$ cat config.mk
export PLATFORM = sky130hd
export DESIGN_NAME = led_ctrl_flat
export DESIGN_NICKNAME = d
export VERILOG_FILES = /design/src/rtl/led_ctrl_if.sv /design/src/rtl/led_ctrl.sv /design/src/flat_wrapper.sv
export SDC_FILE = /design/constraint.sdc
export NUM_CORES = 1
export LEC_CHECK = 0
export CAP_MARGIN = 10
export CORE_ASPECT_RATIO = 0.5
export CORE_MARGIN = 8
export CORE_UTILIZATION = 31
export CTS_CLUSTER_SIZE = 10
export DETAILED_ROUTE_END_ITERATION = 12
export GPL_TIMING_DRIVEN = 0
export HOLD_SLACK_MARGIN = 0.06
export PLACE_DENSITY_LB_ADDON = 0.1
export SETUP_SLACK_MARGIN = 0.02
export SYNTH_ARGS = -nofsm -noshare
export SYNTH_HDL_FRONTEND = slang
export SYNTH_SLANG_ARGS = --single-unit
$ cat constraint.sdc
create_clock -name clk -period 2.5 [get_ports clk]
set_input_delay 0.5 -clock clk [delete_from_list [all_inputs] [get_ports clk]]
set_output_delay 0.5 -clock clk [all_outputs]
set_load 0.02 [all_outputs]
$ cat src/rtl/led_ctrl_if.sv
// led_ctrl_if: register-map control bits in, LED pin drive out.
// Latency: not applicable (wiring only).
// Backpressure: none; every signal is a level sampled each cycle.
//
// Ports (master = register map / bench, slave = led_ctrl):
//   led_on, led_blink_ena, led_pwm_ena : per-LED enables
//   pwm_duty                           : shared PWM duty
//   prescale, blink_half               : tick period and blink half-period config
//   cnt_clr, lamp_test                 : counter clear pulse, all-on override
//   led, blink_phase                   : registered outputs from led_ctrl
interface led_ctrl_if #(
    parameter int PRESC_W = 16
) ();
    logic [7:0]         led_on;
    logic [7:0]         led_blink_ena;
    logic [7:0]         led_pwm_ena;
    logic [7:0]         pwm_duty;
    logic [PRESC_W-1:0] prescale;
    logic [PRESC_W-1:0] blink_half;
    logic               cnt_clr;
    logic               lamp_test;
    logic [7:0]         led;
    logic               blink_phase;

    modport master (
        output led_on, led_blink_ena, led_pwm_ena, pwm_duty,
               prescale, blink_half, cnt_clr, lamp_test,
        input  led, blink_phase
    );

    modport slave (
        input  led_on, led_blink_ena, led_pwm_ena, pwm_duty,
               prescale, blink_half, cnt_clr, lamp_test,
        output led, blink_phase
    );
endinterface

$ cat src/rtl/led_ctrl.sv
// led_ctrl: drives eight user LEDs (static / blink / PWM / blink+PWM, lamp test).
// Latency: led is registered, 1 clk after any input or counter change.
// Backpressure: none; config is sampled live every cycle, no shadowing.
//
// Ports:
//   clk   : system clock
//   res_n : asynchronous active-low reset
//   bus   : led_ctrl_if.slave carrying config inputs and led/blink_phase outputs
module led_ctrl #(
    parameter int PRESC_W = 16
) (
    input  logic       clk,
    input  logic       res_n,
    led_ctrl_if.slave  bus
);

    localparam logic [PRESC_W-1:0] P_ONE = {{(PRESC_W-1){1'b0}}, 1'b1};

    logic [PRESC_W-1:0] r_presc_cnt;
    logic [7:0]         r_pwm_cnt;
    logic [PRESC_W-1:0] r_blink_cnt;
    logic               r_blink_phase;
    logic [7:0]         r_led;

    logic               w_tick;
    logic               w_pwm_out;
    logic               w_blink_end;
    logic [7:0]         w_led_c;

    // ">=" rather than "==": if prescale is lowered below the running count
    // the next cycle ticks immediately instead of running the counter to wrap.
    assign w_tick      = ~bus.cnt_clr & (r_presc_cnt >= bus.prescale);
    assign w_pwm_out   = (r_pwm_cnt < bus.pwm_duty);
    assign w_blink_end = (r_blink_cnt >= bus.blink_half);

    // A disabled blink or PWM gate passes 1, so each mode can be combined.
    assign w_led_c = {8{bus.lamp_test}} |
                     (bus.led_on &
                      (~bus.led_blink_ena | {8{r_blink_phase}}) &
                      (~bus.led_pwm_ena   | {8{w_pwm_out}}));

    always_ff @(posedge clk or negedge res_n) begin
        if (!res_n) begin
            r_presc_cnt   <= '0;
            r_pwm_cnt     <= 8'd0;
            r_blink_cnt   <= '0;
            r_blink_phase <= 1'b1;
            r_led         <= 8'h00;
        end else begin
            r_led <= w_led_c;
            // Clear outranks any tick or toggle falling in the same cycle.
            if (bus.cnt_clr) begin
                r_presc_cnt   <= '0;
                r_pwm_cnt     <= 8'd0;
                r_blink_cnt   <= '0;
                r_blink_phase <= 1'b1;
            end else begin
                if (w_tick) begin
                    r_presc_cnt <= '0;
                    r_pwm_cnt   <= r_pwm_cnt + 8'd1;
                    if (w_blink_end) begin
                        r_blink_cnt   <= '0;
                        r_blink_phase <= ~r_blink_phase;
                    end else begin
                        r_blink_cnt <= r_blink_cnt + P_ONE;
                    end
                end else begin
                    r_presc_cnt <= r_presc_cnt + P_ONE;
                end
            end
        end
    end

    assign bus.led         = r_led;
    assign bus.blink_phase = r_blink_phase;

endmodule

$ cat src/flat_wrapper.sv
// flat-port wrapper written by rule: the top's interface ports become plain ports
module led_ctrl_flat 
#(
    parameter int PRESC_W = 16
)
  (clk, res_n, bus_led_on, bus_led_blink_ena, bus_led_pwm_ena, bus_pwm_duty, bus_prescale, bus_blink_half, bus_cnt_clr, bus_lamp_test, bus_led, bus_blink_phase);
  led_ctrl_if #(.PRESC_W(PRESC_W)) bus_i ();
  input  logic clk;
  input  logic res_n;
  input wire logic [$bits(bus_i.led_on)-1:0] bus_led_on;
  input wire logic [$bits(bus_i.led_blink_ena)-1:0] bus_led_blink_ena;
  input wire logic [$bits(bus_i.led_pwm_ena)-1:0] bus_led_pwm_ena;
  input wire logic [$bits(bus_i.pwm_duty)-1:0] bus_pwm_duty;
  input wire logic [$bits(bus_i.prescale)-1:0] bus_prescale;
  input wire logic [$bits(bus_i.blink_half)-1:0] bus_blink_half;
  input wire logic [$bits(bus_i.cnt_clr)-1:0] bus_cnt_clr;
  input wire logic [$bits(bus_i.lamp_test)-1:0] bus_lamp_test;
  output wire logic [$bits(bus_i.led)-1:0] bus_led;
  output wire logic [$bits(bus_i.blink_phase)-1:0] bus_blink_phase;
  assign bus_i.led_on = bus_led_on;
  assign bus_i.led_blink_ena = bus_led_blink_ena;
  assign bus_i.led_pwm_ena = bus_led_pwm_ena;
  assign bus_i.pwm_duty = bus_pwm_duty;
  assign bus_i.prescale = bus_prescale;
  assign bus_i.blink_half = bus_blink_half;
  assign bus_i.cnt_clr = bus_cnt_clr;
  assign bus_i.lamp_test = bus_lamp_test;
  assign bus_led = bus_i.led;
  assign bus_blink_phase = bus_i.blink_phase;
  led_ctrl #(.PRESC_W(PRESC_W)) u_core (.clk(clk), .res_n(res_n), .bus(bus_i));
endmodule
**Yosys cells after proc, flatten, opt, wreduce, memory -nomap -nowiden**

Cells that the tools add are included.

- Add/sub/neg operators: 3
- Order comparisons: 3
- Mux-type cells: 10
- Bitwise logic cells: 10
- Reduce and logical (&&, ||, !) cells: 3

Operators by type and width:

| operator | count |
|---|---|
| 16-bit two-way mux | 5 |
| 16-bit by 1-bit adder with 16-bit output (second input constant) | 2 |
| 16-bit >= comparator | 2 |
| 8-bit bitwise OR | 3 |
| 8-bit AND | 2 |
| 8-bit two-way mux | 2 |
| 8-bit NOT | 2 |
| 8-bit by 1-bit adder with 8-bit output (second input constant) | 1 |
| 8-bit < comparator | 1 |
| 2-bit nonzero test | 2 |
| 1-bit two-way mux | 3 |
| 1-bit NOT | 2 |
| 2-bit AND reduction | 1 |
| 1-bit AND | 1 |

- Register bits after elaboration: 49
- Input port bits: 68
- Output and inout bits: 9
- Logic and storage cells: 34

**Longest topological paths before layout**

- Depth after elaboration: 5
- Gate-level depth with buffers: 9
- Mapped depth without buffers: 8

**Worst setup path before layout**

OpenSTA, ideal clock, no wires.

- Path type: input to register
- Start: input port bus_prescale[9]
- End: register u_core.r_blink_cnt[14]
- Library setup time: 121 ps
- Arrival time: 2162 ps
- Required time: 2379 ps
- Slack: 217 ps
- Stages on the path: 9
- Path buffers: 1
- Cell sequence: inv_1 > ha_1 > a21o_1 > a221o_1 > a211oi_2 > o21a_2 > buf_4 > o21ai_0 > a22o_1

- Cells in the longest elaborated chain, start to end: 3

Ends and longest elaborated chain:

| what | RTL line | text |
|---|---|---|
| from (decl) | flat_wrapper.sv:14 | `input wire logic [$bits(bus_i.prescale)-1:0] bus_prescale;` |
| 16-bit >= comparator | led_ctrl.sv:32 | `assign w_tick = ~bus.cnt_clr & (r_presc_cnt >= bus.prescale);` |
| 1-bit AND | led_ctrl.sv:32 |  |
| 2-bit nonzero test (no source line) | - |  |
| to (signal assigned) | led_ctrl.sv:65 | `r_blink_cnt <= r_blink_cnt + P_ONE;` |
| to (decl) | led_ctrl.sv:21 | `logic [PRESC_W-1:0] r_blink_cnt;` |

Every way passes these cells.
A chain may end at the register's enable or synchronous reset.

**Worst setup path after layout**

- Start: input port bus_blink_half[9]
- End: register u_core.r_blink_cnt[12]

- Cells in the longest elaborated chain, start to end: 4

Ends and longest elaborated chain:

| what | RTL line | text |
|---|---|---|
| from (decl) | flat_wrapper.sv:15 | `input wire logic [$bits(bus_i.blink_half)-1:0] bus_blink_half;` |
| 16-bit >= comparator | led_ctrl.sv:34 | `assign w_blink_end = (r_blink_cnt >= bus.blink_half);` |
| 16-bit two-way mux | led_ctrl.sv:61 | `if (w_blink_end) begin` |
| 16-bit two-way mux | led_ctrl.sv:58 | `if (w_tick) begin` |
| 16-bit two-way mux | led_ctrl.sv:52 | `if (bus.cnt_clr) begin` |

Every way passes these cells. The select of a mux whose other input is x is not followed.

==> summary.txt <==
Outcome = completed
Clock tree buffer depth = 2
Synth Area in Compound Gates = 18.7%
FP Rows = 27
Crit share post-route = 96.9%
Fin cells = 644
Finish-stage setup viols = 0
CTS buffer count = 5
Synth Area in Adders = 15.2%
Via Count = 3,077
CTS root buf = clkbuf_16
Crit path DAT = 2600 ps
Cells after Synth = 395
Clock-pin slew on the worst setup and hold paths = 70 ps
CP endpoint kind = register
Post-synthesis mux area share = 0.290%
Final GP Congestion = 0.716
Crit Path Max Fanout = 7
Leak = 0.00236 uW
Most frequent cells in the layout = 62 x clkdlybuf4s50_1, 52 x nor2_1, 48 x dfrtp_1
DR vias/cell = 4.78
GRT Util Overall = 12.3%
Setup slack at placement = -759 ps
Final Hold Vio Count = 0
Relative slew margins = 62.5%
Seq/Total Area, Yosys = 35.6%
Post-route cell area = 0.00500 sq mm
Least-Margin Pin Slew = 560 ps
H-tree levels = 2
Crit path buf inv count = 2
Core area = 0.0109 sq mm
Skew-Pair Late Insertion Delay = 300 ps
Worst vdd ir = 0.230 mV
Avg Cell Area, Syn = 8.73 sq um
Die area = 0.0150 sq mm
Final slew viol count = 0
Post-layout util = 45.8%
Ys Warns = 0
Setup WS post-layout = 77.3 ps
Critical Path Source Type = primary input
WL/cell = 14.5 um
# nets final = 608
# IOs = 77
Xor/xnor share of the synthesized area = 3.81%
Global route overflow = 0
Most common cell after layout, fill and taps aside = clkdlybuf4s50_1
Antenna violations before repair = 0
Placed Cells = 616
Largest net degree at the start of global routing = 38
Area after DPL = 0.00440 sq mm
Die H = 90.6 um
Effective utilization at floorplan = 31.6%
Netlist cell types = 49
Synth Register Bits = 49
# port buffers = 75
Die W = 165 um
Hold crit path type = primary input to asynchronous set/reset pin
DRC errors left = 0
Pwr Total = 2010 uW
Layout cells sized above 1 = 16.6%
Initial DRT Pass Iterations = 4
CTS tree = yes
Final Critical Period = 2420 ps
Crit path required time = 2680 ps
Fmax = 0.413 GHz
DR iter-0 viols = 87
Worst path top cell family by delay = compound AO/OA/AOI/OAI gates
DR WL met3 = 505 um
Top Layer Used = met4
Post-DP HPWL = 6780 um
Synth Area in Simple Gates = 19.8%
Slowest stage cell, crit path = clkdlybuf4s50_1
Main combinational cell family by area after synthesis = simple AND/OR/NAND/NOR gates
Syn nets = 505
Area Overhead vs Synth = 45.0%
WL final = 9310 um
Crit-path max cell delay = 450 ps
First-pass GRT wire length = 15,100 um
Fillers = 1,091
Clock net sink count = 49
N_diodes = 0
Met1 WL = 4750 um
Kind of critical path = primary input to register
Routed Antenna Nets = 0
Unrepaired setup endpoints after global routing = yes
Vias in the first global route = 2,985
Metal2 WL = 3990 um
Clock Skew = 10.3 ps
Post-Syn Area = 0.00345 sq mm
Max-Cap Viols = 0
Pwr Density = 401 mW/mm^2
Crit-path cells = clkdlybuf4s50_1 > inv_1 > ha_4 > nand2_2 > or3_4 > o31a_1 > and3_1 > a221o_1
==> sequential cells by signal (all words and copies together) (netlist names) <==
name and cells:
u_core.bus.blink_phase 1, u_core.bus.led 8, u_core.r_blink_cnt 16, u_core.r_presc_cnt 16
u_core.r_pwm_cnt 8
==> cell usage after synthesis (all sizes together) <==
| master | count | area share [%] |
|---|---|---|
| a211oi | 3 | 0.80 |
| xnor2 | 6 | 1.5 |
| mux2i | 1 | 0.29 |
| and2 | 3 | 0.54 |
| a2111oi | 2 | 0.51 |
| a22o | 12 | 3.0 |
| nor3 | 6 | 0.87 |
| nand2 | 21 | 2.3 |
| clkbuf | 2 | 0.22 |
| xor2 | 9 | 2.3 |
| a31oi | 1 | 0.18 |
| and2b | 1 | 0.25 |
| dfrtp | 48 | 35 |
| nand3 | 18 | 2.9 |
| o21a | 2 | 0.47 |
| and3 | 6 | 1.1 |
| dfstp | 1 | 0.76 |
| buf | 6 | 1.1 |
| or3 | 3 | 0.54 |
| o21ai | 27 | 4.0 |
| o2bb2ai | 1 | 0.25 |
| o31a | 1 | 0.25 |
| a21o | 7 | 1.5 |
| and4 | 2 | 0.51 |
| a31o | 4 | 1.0 |
| nor2 | 55 | 6.1 |
| ha | 42 | 15 |
| nand2b | 7 | 1.3 |
| a21oi | 17 | 2.5 |
| inv | 49 | 5.3 |
| nor2b | 6 | 1.1 |
| o31ai | 9 | 2.4 |
| a221o | 5 | 1.5 |
| o311a | 1 | 0.29 |
| nand4 | 6 | 1.1 |
| nor4 | 5 | 1.3 |
==> report_power, final <==
group | switching, uW | leakage, uW | total, uW | internal [uW]
Sequential | 34.1 | 0.000646 | 861 | 827
Clock | 325 | 0.0000738 | 699 | 374
Combinational | 202 | 0.00164 | 446 | 244
Total | 561 | 0.00236 | 2010 | 1440
==> metal layers <==
metal / GRT usage, % / up-vias
met1: 17.4 / 1429
met3: 3.05 / 5
met5: 0 / -
met4: 2.68 / 0
met2: 18.4 / 56
li1: - / 1587
==> repair_timing <==
action / 4_1_cts / 5_1_grt
setup endpoints to repair: 35 / 35
gates cloned: 1 / 0
gates resized for setup: 23 / 45
pin swaps: 16 / 17
setup buffers: 14 / 5
hold buffers: 0 / 0
==> final timing paths <==
check / start / end / slack [ps] / cells after the start
setup / recovery: bus_blink_half[9] / u_core.r_blink_cnt[12] / 80 / 8
hold / removal: res_n / u_core.r_blink_cnt[8] / 110 / 1
setup reg to reg: u_core.r_blink_cnt[13] / u_core.r_blink_cnt[12] / 130 / 6
hold reg to reg: u_core.r_presc_cnt[0] / u_core.r_presc_cnt[0] / 510 / 1
max in group asynchronous: res_n / u_core.bus.blink_phase / 1820 / 2
min in group clk: u_core.r_presc_cnt[0] / u_core.r_presc_cnt[0] / 510 / 1
==> cells by family after synthesis <==
group | after synthesis
buffers and inverters | 57
adders and majority gates | 42
and+or+nand+nor | 139
DFF | 49
xor gates and xnor gates | 15
muxes | 1
AOI/OAI and AO/OA | 92
==> final cells by class <==
type | instances | area (sq um) | area share [%]
clock buffers | 5 | 125 | 2.50
flip-flops and latches | 49 | 1230 | 24.5
inverters | 49 | 184 | 3.68
well taps | 145 | 181 | 3.63
clock inverters | 3 | 22.5 | 0.450
multi-input cells | 289 | 2260 | 45.2
repair buffers | 96 | 946 | 18.9
plain buffers | 8 | 56.3 | 1.13
==> per-stage QoR <==
step | TNS [ps] | hold WS [ps]
6_report | 0 | 107
5_1_grt | -1.57 | 124
4_1_cts | 0 | 120
3_5_place_dp | -21320 | 434
3_3_place_gp | -55630 | 490
2_1_floorplan | 0 | 204
(Power assumes the default switching activity.)
